## src/rtl/seven_seg_scan_ctrl.sv

```systemverilog
// seven_seg_scan_ctrl
// Time-multiplexed scan controller for a 4-digit common-anode seven-segment
// display. A prescaler divides the clock into digit slots. Each slot begins
// with a guard interval during which all anodes are off. New digit values are
// staged on 'load' and only become visible at a frame boundary, so a frame is
// never drawn with a mix of old and new digits.
//
// Optional feature (compile-time macro): LEADING_ZERO_BLANK_EN
//   When defined, leading zero digits (digit3..digit1) are suppressed.
//   Digit0 is always shown, so a value of 0000 displays as "0".
//   When undefined, every digit is shown as held, including leading zeros.
module seven_seg_scan_ctrl #(
  parameter int REFRESH_DIV  = 100000,
  parameter int GUARD_CYCLES = 64,
  parameter int CNT_W        = 17
) (
  input  logic        clk,
  input  logic        rst_n,
  input  logic        enable,
  input  logic [15:0] digits_in,
  input  logic        load,
  input  logic [3:0]  blank_mask,
  output logic [3:0]  an,
  output logic [3:0]  digit_code,
  output logic [1:0]  digit_idx,
  output logic        frame_done
);

  localparam logic [CNT_W-1:0] LAST_CNT  = CNT_W'(REFRESH_DIV - 1);
  localparam logic [CNT_W-1:0] GUARD_CNT = CNT_W'(GUARD_CYCLES);
  localparam logic [3:0]       BLANK     = 4'hF;

  // Scan position
  logic [CNT_W-1:0] cnt_q, cnt_d;
  logic [1:0]       idx_q, idx_d;

  // Digit storage
  logic [15:0] staging_q, staging_d;
  logic [15:0] active_q, active_d;
  logic        pending_q, pending_d;

  // Registered outputs
  logic [3:0] an_q, an_d;
  logic [3:0] code_q, code_d;
  logic [1:0] didx_q, didx_d;
  logic       fd_pend_q;
  logic       frame_done_q;

  // Decoded scan conditions
  logic       last_cnt;
  logic       frame_bnd;
  logic       in_guard;
  logic       lz_blank;
  logic       dark;
  logic [3:0] digit_sel;

  assign last_cnt  = (cnt_q == LAST_CNT);
  assign frame_bnd = enable && (idx_q == 2'd3) && last_cnt;
  assign in_guard  = (cnt_q < GUARD_CNT);
  assign digit_sel = active_q[{idx_q, 2'b00} +: 4];

  // Leading-zero suppression for the slot being scanned, taken from the active value
  always_comb begin
    lz_blank = 1'b0;
`ifdef LEADING_ZERO_BLANK_EN
    case (idx_q)
      2'd3:    lz_blank = (active_q[15:12] == 4'h0);
      2'd2:    lz_blank = (active_q[15:8]  == 8'h00);
      2'd1:    lz_blank = (active_q[15:4]  == 12'h000);
      default: lz_blank = 1'b0;
    endcase
`else
    lz_blank = 1'b0;
`endif
  end

  // Next prescaler count and slot index; disabled scan parks at slot 0, count 0
  always_comb begin
    cnt_d = '0;
    idx_d = 2'd0;
    if (enable) begin
      if (last_cnt) begin
        cnt_d = '0;
        idx_d = idx_q + 2'd1;
      end else begin
        cnt_d = cnt_q + CNT_W'(1);
        idx_d = idx_q;
      end
    end
  end

  // Staging/active hand-off: boundary transfer uses the old staging value,
  // a coincident load then refills staging and keeps the value pending
  always_comb begin
    staging_d = staging_q;
    active_d  = active_q;
    pending_d = pending_q;
    if (frame_bnd && pending_q) begin
      active_d  = staging_q;
      pending_d = 1'b0;
    end
    if (load) begin
      staging_d = digits_in;
      pending_d = 1'b1;
    end
  end

  // Output decode for the current slot; registered below for one-cycle latency
  always_comb begin
    dark   = !enable || in_guard || blank_mask[idx_q] || lz_blank;
    an_d   = dark ? 4'b1111 : ~(4'b0001 << idx_q);
    code_d = dark ? BLANK : digit_sel;
    didx_d = enable ? idx_q : 2'd0;
  end

  // Scan counter state
  always_ff @(posedge clk or negedge rst_n) begin
    if (!rst_n) begin
      cnt_q <= '0;
      idx_q <= 2'd0;
    end else begin
      cnt_q <= cnt_d;
      idx_q <= idx_d;
    end
  end

  // Digit staging, active value and pending flag
  always_ff @(posedge clk or negedge rst_n) begin
    if (!rst_n) begin
      staging_q <= 16'h0000;
      active_q  <= 16'h0000;
      pending_q <= 1'b0;
    end else begin
      staging_q <= staging_d;
      active_q  <= active_d;
      pending_q <= pending_d;
    end
  end

  // Output registers; frame_done is delayed one extra stage so it lines up
  // with the output cycle that shows digit_idx wrapping back to 0
  always_ff @(posedge clk or negedge rst_n) begin
    if (!rst_n) begin
      an_q         <= 4'b1111;
      code_q       <= BLANK;
      didx_q       <= 2'd0;
      fd_pend_q    <= 1'b0;
      frame_done_q <= 1'b0;
    end else begin
      an_q         <= an_d;
      code_q       <= code_d;
      didx_q       <= didx_d;
      fd_pend_q    <= frame_bnd;
      frame_done_q <= fd_pend_q;
    end
  end

  assign an         = an_q;
  assign digit_code = code_q;
  assign digit_idx  = didx_q;
  assign frame_done = frame_done_q;

endmodule

```

## config.mk

```make
export PLATFORM = sky130hd
export DESIGN_NAME = seven_seg_scan_ctrl
export DESIGN_NICKNAME = d
export VERILOG_FILES = /design/src/rtl/seven_seg_scan_ctrl.sv
export SDC_FILE = /design/constraint.sdc
export NUM_CORES = 1
export LEC_CHECK = 0
export ABC_AREA = 1
export CORE_UTILIZATION = 60
export DETAILED_ROUTE_END_ITERATION = 12
export PLACE_DENSITY = 0.88
export REMOVE_ABC_BUFFERS = 1
export SLEW_MARGIN = 25
export SYNTH_ARGS = -nofsm -noshare
export SYNTH_HDL_FRONTEND = slang
export SYNTH_SLANG_ARGS = --single-unit
```

## constraint.sdc

```tcl
create_clock -name clk -period 2.4 [get_ports clk]
set_input_delay 0.24 -clock clk [delete_from_list [all_inputs] [get_ports clk]]
set_output_delay 0.24 -clock clk [all_outputs]
set_load 0.02 [all_outputs]
```

* Word level (Yosys, flattened, before mapping)
Cells that the tools add are included.
** Operators by class
- $add $sub $neg :: 2
- Magnitude comparators :: 2
- Equal/unequal tests :: 3
- Shifts and indexed selects :: 2
- Muxes and demuxes :: 11
- Bitwise gates (word level) :: 1
- Reduce and logical (&&, ||, !) cells :: 7
** Operator list (number)
- 17-bit two-way mux :: 2
- 17-bit by 1-bit adder with 17-bit output, second input constant :: 1
- 17-bit == test, second input constant :: 1
- 17-bit by 7-bit < comparator with 1-bit output, second input constant :: 1
- 16-bit by 5-bit variable part select with 4-bit output :: 1
- 4-bit two-way mux :: 2
- 2-bit two-way mux :: 3
- 4-bit NOT :: 1
- 1-bit by 2-bit << shifter with 4-bit output, first input constant :: 1
- 1-bit logical AND :: 3
- 2-bit by 3-bit < comparator with 1-bit output, second input constant :: 1
- 1-bit two-way mux :: 3
- 2-bit by 1-bit adder with 2-bit output, second input constant :: 1
- 1-bit binary-select mux with 2-bit select :: 1
- 2-bit == test, second input constant :: 1
- 1-bit logical OR :: 2
- 2-bit by 1-bit != test with 1-bit output, second input constant :: 1
- 2-bit nonzero test :: 1
- 1-bit zero test :: 1
** Word-level totals
- Bits in registers :: 64
- Output and inout port bits :: 11
- Logic and storage cells :: 38

* Longest topological paths before layout
- Depth after elaboration :: 6
- Depth in mapped cells :: 9
- Gate-level depth less buffers :: 8

* Least setup slack after synthesis
No wires, ideal clock.
- Path kind :: flip-flop to flip-flop
- Start point :: register cnt_q[0]
- End point :: register active_q[2]
- Arrival time :: 1.349 ns
- Data required time :: 2.283 ns
- Slack :: 0.934 ns
- Stages on the path, launching flop included :: 10
- Period minus slack after synthesis :: 1.466 ns
- Cells stage by stage :: dfrtp_1 -> ha_1 -> nand2_2 -> nor2_8 -> nand2_4 -> nor2_4 -> nand4_4 -> buf_6 -> nand2_1 -> nand2_1
** Between the ends
- Word-level cells in the longest chain between the ends :: 3
** Ends and longest elaborated chain
- start, declared :: line 34 : logic [CNT_W-1:0] cnt_q, cnt_d;
- start signal, assigned :: line 122 : cnt_q <= cnt_d;
- 17-bit == test :: line 57 : assign last_cnt = (cnt_q == LAST_CNT);
- 1-bit logical AND :: line 58 : assign frame_bnd = enable && (idx_q == 2'd3) && last_cnt;
- 1-bit logical AND :: line 98 : if (frame_bnd && pending_q) begin
- end signal, assigned :: line 135 : active_q <= active_d;
- end, declared :: line 39 : logic [15:0] active_q, active_d;
Every way passes these cells.
A chain may end at the register's enable or synchronous reset.

* Final worst setup path
- Start point :: register idx_q[0]
- End point :: register an_q[1], in the netlist an[1]
** Between the ends
- Word-level cells in the longest chain between the ends :: 4
- Elaborated cells between the ends (all ways) :: 6
- Those cells by class :: shift: 1; mux: 3; bitwise: 1; reduce/logical: 1
** Ends and longest elaborated chain
- start, declared :: line 35 : logic [1:0] idx_q, idx_d;
- start signal, assigned :: line 123 : idx_q <= idx_d;
- 1-bit binary-select mux with 2-bit select :: line 110 : dark = !enable || in_guard || blank_mask[idx_q] || lz_blank;
- 1-bit two-way mux (not written as such) :: line 110
- 1-bit logical OR :: line 110
- 4-bit two-way mux (*) :: line 111 : an_d = dark ? 4'b1111 : ~(4'b0001 << idx_q);
- net an_d[1] :: line 43 : logic [3:0] an_q, an_d;
- end signal, assigned :: line 150 : an_q <= an_d;
- end, declared :: line 43
The timed path passes the listed nets; every way through them passes the cells marked *. The select of a mux whose other input is x is not followed.

==> results.yml <==
clock_network:
  cts-root-buf: "clkbuf_8"
  postCtsHoldBufs: 1
  clk_latency_ps: 340
  cts_buffer_depth: 2
  h-tree-depth: 3
  clkTransAtPathRegs_ps: 70
  ctsResizeCount: 0
  post_cts_buffers: 0
  cts_tree: "yes"
  cts_sinks: 64
  cts_buffers: 9
logic_synthesis:
  synth-compound-area-share: 0.0393
  synth-adder-area-share: 0.0207
  yosysSeqAreaShare: 0.533
  synth_seq_cells: 64
  synth_top_family_by_area: "simple AND/OR/NAND/NOR gates"
  synthDistinctLibCells: 33
  yosys.area_share.simple: 0.335
  avgSynthCellArea_um2: 8.67
  synth-xor-area-share: 0.0116
  synth_edf_count: 0
  synth-main-ff-cell: "dfrtp_1"
  ys_async_sr_fraction: 1.00
  synth_area_um2: 3020
  syn-instance-count: 349
  yosys_warnings: 0
  synth_mux_area_frac: 0
critical_path:
  end_kind: "flip-flop"
  max_stage_delay_ps: 610
  worstPathMaxFanout: 14
  crit_slowest_cell: "dfrtp_1"
  r2r_slack_ps: 490
  cp.required_ps: 2640
  critPathLaunchType: "flip-flop"
  r2r_cells: 5
  r2r_start: "idx_q[0]"
  cp_cell_sequence: "inv_1 > o21ai_0 > o22ai_1 > nor2_1 > nand3_1"
  critPathKind: "reg -> reg"
  r2r-end: "an[1]"
  critPathArrivalTime_ps: 2160
hold_path:
  hp-start: "fd_pend_q"
  hold_class: "reg -> reg"
  hold_depth: 0
  holdPathEnd: "frame_done"
detailed_routing:
  vias: 2433
  routed_via_density: 5.32
  route.detailed.drc: 0
  ant_nets: 0
  routed_wl_mm: 5.99
  drtIter0Drc: 271
  first_pass_iters: 5
  routedWlPerCell_um: 13.1
placed_design:
  place.gp.congestion: 0.926
  io_buffer_count: 34
  hpwl_mm: 4.27
  dp_cells: 440
  dp_slack_ps: 467
sta:
  skew_ps: 6.86
  min_period_over_period: 0.797
  rsz0062_at_grt: "no"
  max_slew_margin: 0.517
  finalHoldViolations: 0
  slew_viol_final: 0
  setup_violations: 0
  max_freq_mhz: 523
  setup_ws_ps: 486
  fin_setup_tns_ps: 0
  min_period_ps: 1910
  worst_pin_slew_ps: 724
power:
  power_w: 0.00217
  powerDensity_nw_per_um2: 605
  peakVddDrop_uv: 398
  p_leak_nw: 1.70
run_status:
  status: "completed"
floorplan:
  die_area_um2: 5330
  die_h_um: 73.0
  die_w_um: 73.0
  rows: 25
  core_area_um2: 4790
  pin_count: 35
  initial_utilization: 0.632
global_routing:
  grt_antenna_before_repair: 0
  grt_util_met2: 0.390
  grt_util_met3: 0.0552
  grt_use_met1: 0.334
  grt-ovfl-total: 0
  grt_use_total: 0.253
  grt-busiest-layer: "met2"
  grt_max_degree: 34
  grt_pass1_wl_mm: 10.1
  grt_pass1_vias: 2277
cells_and_area:
  seqCellArea_um2: 1610
  antenna_cells: 0
  multi_input_area_um2: 1230
  drive_above_1_share: 0.113
  final_common_cell: "nand2_1"
  post-route-util: 0.749
  finalNetCount: 414
  area_delta_synth_final_pct: 18.5
  layout_common_cells: "nand2_1 (115), dfrtp_1 (56), nor2_1 (42)"
  nFillCells: 349
  fin_cells: 457
run:
  maxCapViolCount: 0
-- Yosys cell counts (2+ instances only) --
master    count  area (um2)
buf_6         4        45.0
clkbuf_1      5        18.8
clkbuf_8      2        27.5
clkinv_1      3        11.3
dfrtp_1      56        1400
dfstp_2       8         210
ha_1          5        62.6
inv_1        16        60.1
inv_2         4        15.0
nand2_1     115         432
nand2_2       4        25.0
nand3_1      14        70.1
nand3b_1      4        30.0
nand4_1      22         138
nor2_1       42         158
nor2_4        3        33.8
nor3_1        7        35.0
o21ai_0      11        55.1
o21ai_1       4        20.0
o22ai_1       5        31.3
xor2_1        3        26.3
-- routing by layer --
layer	wire, um	part of all wire	vias to the layer above
met5	0	0	-
met4	144	0.024	0
met3	289	0.048	15
met2	2850	0.48	97
met1	2710	0.45	1116
li1	-	-	1205
-- critical path, delay by kind of cell (launching register included) --
family / cells / cell delay, ps
flops: 1 / 610
simple gates: 2 / 530
compound gates: 2 / 360
buf+inv: 1 / 310
-- worst max-delay path by stage --
| stage | end | cells after the start | from | slack (ps) |
|---|---|---|---|---|
| after floorplan | pending_q | 8 | cnt_q[0] | 840 |
| after detailed placement | an[1] | 4 | enable | 470 |
| after global placement | digit_code[0] | 4 | enable | 490 |
| after global routing | an[1] | 5 | idx_q[0] | 380 |
| after CTS | an[1] | 5 | idx_q[0] | 530 |
| final | an[1] | 5 | idx_q[0] | 490 |
-- report_power, final --
group / internal, W / switching (W)
Sequential: 0.00111 / 0.0000180
Combinational: 0.0000529 / 0.0000600
Clock: 0.000488 / 0.000444
Total: 0.00165 / 0.000522
-- state kept, by name (all words and copies together) (netlist names) --
name / count
digit_idx: 2
pending_q: 1
frame_done: 1
digit_code: 4
fd_pend_q: 1
staging_q: 16
an: 4
active_q: 16
cnt_q: 17
idx_q: 2
-- per-stage QoR --
step	area, um2	hold slack [ps]
floorplan	2930	-55.6
global placement	3370	325
detailed placement	3370	329
CTS	3580	354
global route	3580	377
finish	3580	352
-- final cells by class --
type                       instances  share of cell area
sequential                        64               0.450
timing repair buffer              37               0.104
clock inverter                     7              0.0213
tap                               67              0.0234
multi-input combinational        250               0.343
inverter                          23              0.0241
clock buffer                       9              0.0346
-- cell families (layout without fill, tap and decap cells) --
logic type,count (synthesis),count (layout)
and+or+nand+nor,219,219
buffers and inverters,35,76
AOI/OAI and AO/OA,22,22
DFF,64,64
adders and majority gates,5,5
xor gates and xnor gates,4,4
Power figures use the tool's default switching activity.
